--- src/rtl/piso_serializer.sv ---
// rtl/piso_serializer.sv - parallel-in serial-out transmitter with valid/last framing
// A word is taken on load_valid&load_ready and shifted out one bit per clock.
module piso_serializer #(
  parameter int WIDTH     = 4,
  parameter bit LSB_FIRST = 1'b0
) (
  input  logic             clk,
  input  logic             resetn,
  input  logic             load_valid,
  input  logic [WIDTH-1:0] load_data,
  output logic             load_ready,
  output logic             out,
  output logic             out_valid,
  output logic             out_last,
  output logic             busy
);

  localparam int CW = $clog2(WIDTH);
  localparam logic [CW-1:0] LAST_CNT = CW'(WIDTH - 1);
  localparam logic [CW-1:0] PRE_LAST = CW'(WIDTH - 2);

  typedef enum logic {IDLE, SHIFT} state_t;

  state_t           state;
  logic [WIDTH-1:0] sreg;
  logic [CW-1:0]    cnt;
  logic [WIDTH-1:0] sreg_next;
  logic             load;

  // out_last is only ever set in SHIFT, so it marks the reload slot
  assign load_ready = resetn && ((state == IDLE) || out_last);
  assign load       = load_valid && load_ready;
  assign busy       = (state == SHIFT);
  assign sreg_next  = LSB_FIRST ? (sreg >> 1) : (sreg << 1);

  // sreg holds the bit currently on out at its transmit end
  always_ff @(posedge clk or negedge resetn) begin
    if (!resetn) begin
      state     <= IDLE;
      sreg      <= '0;
      cnt       <= '0;
      out       <= 1'b0;
      out_valid <= 1'b0;
      out_last  <= 1'b0;
    end else if (load) begin
      state     <= SHIFT;
      sreg      <= load_data;
      cnt       <= '0;
      out       <= LSB_FIRST ? load_data[0] : load_data[WIDTH-1];
      out_valid <= 1'b1;
      out_last  <= 1'b0;
    end else if (state == SHIFT) begin
      if (cnt == LAST_CNT) begin
        state     <= IDLE;
        sreg      <= '0;
        cnt       <= '0;
        out       <= 1'b0;
        out_valid <= 1'b0;
        out_last  <= 1'b0;
      end else begin
        sreg     <= sreg_next;
        cnt      <= cnt + CW'(1);
        out      <= LSB_FIRST ? sreg_next[0] : sreg_next[WIDTH-1];
        out_last <= (cnt == PRE_LAST);
      end
    end
  end

endmodule
--- config.mk ---
export PLATFORM = sky130hd
export DESIGN_NAME = piso_serializer
export DESIGN_NICKNAME = d
export VERILOG_FILES = /design/src/rtl/piso_serializer.sv
export SDC_FILE = /design/constraint.sdc
export NUM_CORES = 1
export LEC_CHECK = 0
export ABC_AREA = 1
export CORE_MARGIN = 1
export CORE_UTILIZATION = 25
export CTS_CLUSTER_DIAMETER = 80
export DETAILED_ROUTE_END_ITERATION = 7
export PLACE_DENSITY = 0.53
export SLEW_MARGIN = 20
export SYNTH_ARGS = -nofsm -noshare
export SYNTH_HDL_FRONTEND = slang
export SYNTH_SLANG_ARGS = --single-unit
--- constraint.sdc ---
create_clock -name clk -period 3.3 [get_ports clk]
set_input_delay 0.825 -clock clk [delete_from_list [all_inputs] [get_ports clk]]
set_output_delay 0.825 -clock clk [all_outputs]
set_load 0.03 [all_outputs]
# [Word level (Yosys, flattened, before mapping)]
# Index checks and enable logic that the tools add are counted.
[word_totals] word_cells=34 latchBits=0 reg_bits=9 n_memories=0 inputBits=7 output_inout_bits=5 mem_bits_rw=0 rom_bits=0
[op_classes] addsub=1 eq_ne=2 reduce_logical=6 n_lt_le_gt_ge=0 muxes=18 shifts=0 div=0 mul=0 n_bitwise=1
[ops] operator="two-way mux 1 bit" n=12
[ops] operator="two-way mux 3 bit" n=3
[ops] operator="two-way mux 2 bit" n=3
[ops] operator="== test 2 bit (second input constant)" n=2
[ops] operator="nonzero test 2 bit" n=2
[ops] operator="adder 2 x 1 -> 2 bit (second input constant)" n=1
[ops] operator="logical AND 1 bit" n=2
[ops] operator="AND reduction 2 bit" n=1
[ops] operator="logical OR 1 bit" n=1
[ops] operator="inverter 1 bit" n=1

# [Depth between registers and ports, before layout]
[depth] word_depth=6 ltp_mapped=7 mapped_depth_nobuf=6

# [Worst setup path before layout]
# No wires, ideal clock.
[synth_path] path_kind="in2out" start="in resetn" end="out load_ready" required_ps=2475 path_buffers=0 t_arrival_ps=1593 setup_slack_ps=882 stages=1 path_cell_list="a21boi_0"
[synth_via] elab_chain_cells=1
[synth_lines] element="start: declaration" line="8" source="input logic resetn,"
[synth_lines] element="logical AND 1 bit" line="31" source="assign load_ready = resetn && ((state == IDLE) || out_last);"
[synth_lines] element="end: declaration" line="11" source="output logic load_ready,"
# No other way between the ends.

# [Final worst setup path]
# Same ends and word-level chain as after synthesis.

==> run summary <==
outcome: completed
Clock Path Buffers: 2
I/O Pins: 12
Detailed Place HPWL: 696 um
CP required: 2.47 ns
# diodes: 0
Final Cycle Share: 77.7%
Synth Cell Area: 483 um2
initial antenna violation count: 0
Final Max Slew Viols: 0
postcts setup bufs: 0
unrepaired setup endpoints after global routing: false
post_cts resized: 0
Final Wtd Congestion: 0.731
Mean Syn Cell Area: 8.05 um2
layout cell share with drive strength beyond 1: 13.3%
final setup margin: 0.737 ns
#FFs+latches synth: 9
nets@finish: 85
Post-Place Worst Slack: 0.704 ns
pin count of the biggest net entering global routing: 14
CTS tree: done
H-Tree Level Count: 1
leakage: 0.339 nW
relative slew slack: 79.4%
crit path kind: input pin to output port
Worst R2R End: sreg[2]
Initial Utilization: 27.4%
detailed-route via count: 405
Root Buffer: clkbuf_4
Crit. Startpoint: resetn
Least-Margin Pin Slew: 0.308 ns
worst reg2reg setup slack: 2.15 ns
Final Hold Viols: 0
RR Startpoint: busy
area leader, netlist: dfrtp_1
share of the synthesized area in the top cell type: 46.6%
Synth-to-Final Area Change: 33.4%
FF+latch area: 225 um2
Die H: 46.0 um
Synthesized Nets: 69
Post-Route Setup TNS: 0 ns
GR Util All Layers: 10.1%
grt ovf: 0
First-pass DRT Iterations: 3
Worst setup EP type: output port
Synth Warn #: 0
Synth area leaders: dfrtp_1 (47%), nand2_1 (16%), inv_1 (7.0%), ha_1 (5.2%), nand3_1 (5.2%)
Worst-path clk slew: 0.06 ns
CTS Buf Count: 3
Core Area: 0.00176 mm2
count of final setup violators: 0
fmax: 390 MHz
vias in the first global route: 320
Reg2Reg Depth: 4
fin crit period: 2.56 ns
mean routed wirelength per cell: 9.55 um
hold crit path type: register to register
PortBufs: 11
Mapped Cells: 60
first-pass GRT wire length: 1.44 mm
crit path max fanout: 2
crit path to: load_ready
Critical Path AT: 1.74 ns
multi-input logic area: 209 um2
Power Density: 856 mW/mm2
Worst Skew: 0.00215 ns
fillers: 207
initial drt markers: 5
Sink Count: 9
synth unique cells: 13
die area: 0.00211 mm2
cts hold-fix bufs: 0
# DRC: 0
vias per cell: 4.05
crit start category: input pin
commonest non-fill, non-tap cell in the layout: nand2_1
Worst IR Drop VDD: 0.377 mV
DIE WIDTH: 46.0 um
antenna viol nets, final: 0
Max Cap Viol: 0
num rows: 15
clk_lat worst skew: 0.25 ns
sequential area share after synthesis: 46.6%
most frequent cells in the layout: nand2_1 (21), clkdlybuf4s50_1 (10), inv_1 (9), dfrtp_1 (9), nand3_1 (5)
final wirelength: 955 um
where the power goes:
part	switching, mW	internal, mW	total (mW)
clock	0.0362	0.0465	0.0827
combinational	0.168	0.107	0.275
sequential	0.0364	0.157	0.194
cells in the mapped netlist:
master	count
nor2_4	1
o21ai_0	4
nand2_1	21
buf_6	1
inv_1	9
ha_1	2
dfrtp_1	9
a21boi_0	1
nand3_2	1
inv_2	1
nand2_2	2
nand4_1	3
nand3_1	5
per-stage QoR:
stage / power (mW) / util, % / instance area, um2 / cells / hold WS, ns
floorplan: 0.382 / - / 483 / 60 / 0.472
global placement: 0.469 / 35.0 / 618 / 96 / 0.487
detailed placement: 0.474 / 35.0 / 618 / 96 / 0.485
CTS: 0.562 / 36.5 / 644 / 100 / 0.507
global route: 0.599 / 36.5 / 644 / 100 / 0.527
finish: 0.552 / 36.5 / 644 / 100 / 0.510
worst max-delay path, cell delays in order:
cell	delay, ns
clkdlybuf4s50_1	0.47
a21boi_0	0.24
buf_4	0.21
layer usage:
metal  global-route usage, %  wire [um]
met1                    14.1        542
met5                       0          0
met3                    4.76         27
met4                    5.29         12
met2                    12.7        372
flip-flops by register name, summed over array words and instances (netlist names):
signal     flops
busy           1
cnt            2
out            1
out_last       1
out_valid      1
sreg           3
area by class of cell:
| type | instances | share of cell area [%] |
|---|---|---|
| clock buffer | 4 | 4.08 |
| inverter | 10 | 5.83 |
| multi-input combinational | 40 | 32.4 |
| sequential | 9 | 35.0 |
| tap | 25 | 4.85 |
| timing repair buffer | 12 | 17.9 |
cell families (layout without fill, tap and decap cells):
kind of cell             after synthesis  after routing  synth area share, %
AO/OA/AOI/OAI                          5              5                 5.70
adder cells (fa/ha/maj)                2              2                 5.18
buffers and inverters                 11             26                 10.1
flip-flops                             9              9                 46.6
AND/OR/NAND/NOR                       33             33                 32.4
worst min path at each step:
| stage | start | endpoint | cells after the start | slack [ns] |
|---|---|---|---|---|
| floorplan | sreg[0] | sreg[0] | 2 | 0.47 |
| global placement | out_valid | out_valid | 2 | 0.49 |
| detailed placement | out_valid | out_valid | 2 | 0.49 |
| CTS | out_valid | out_valid | 2 | 0.51 |
| global route | sreg[2] | sreg[2] | 2 | 0.53 |
| finish | out_valid | out_valid | 2 | 0.51 |
Power figures use the tool's default switching activity.
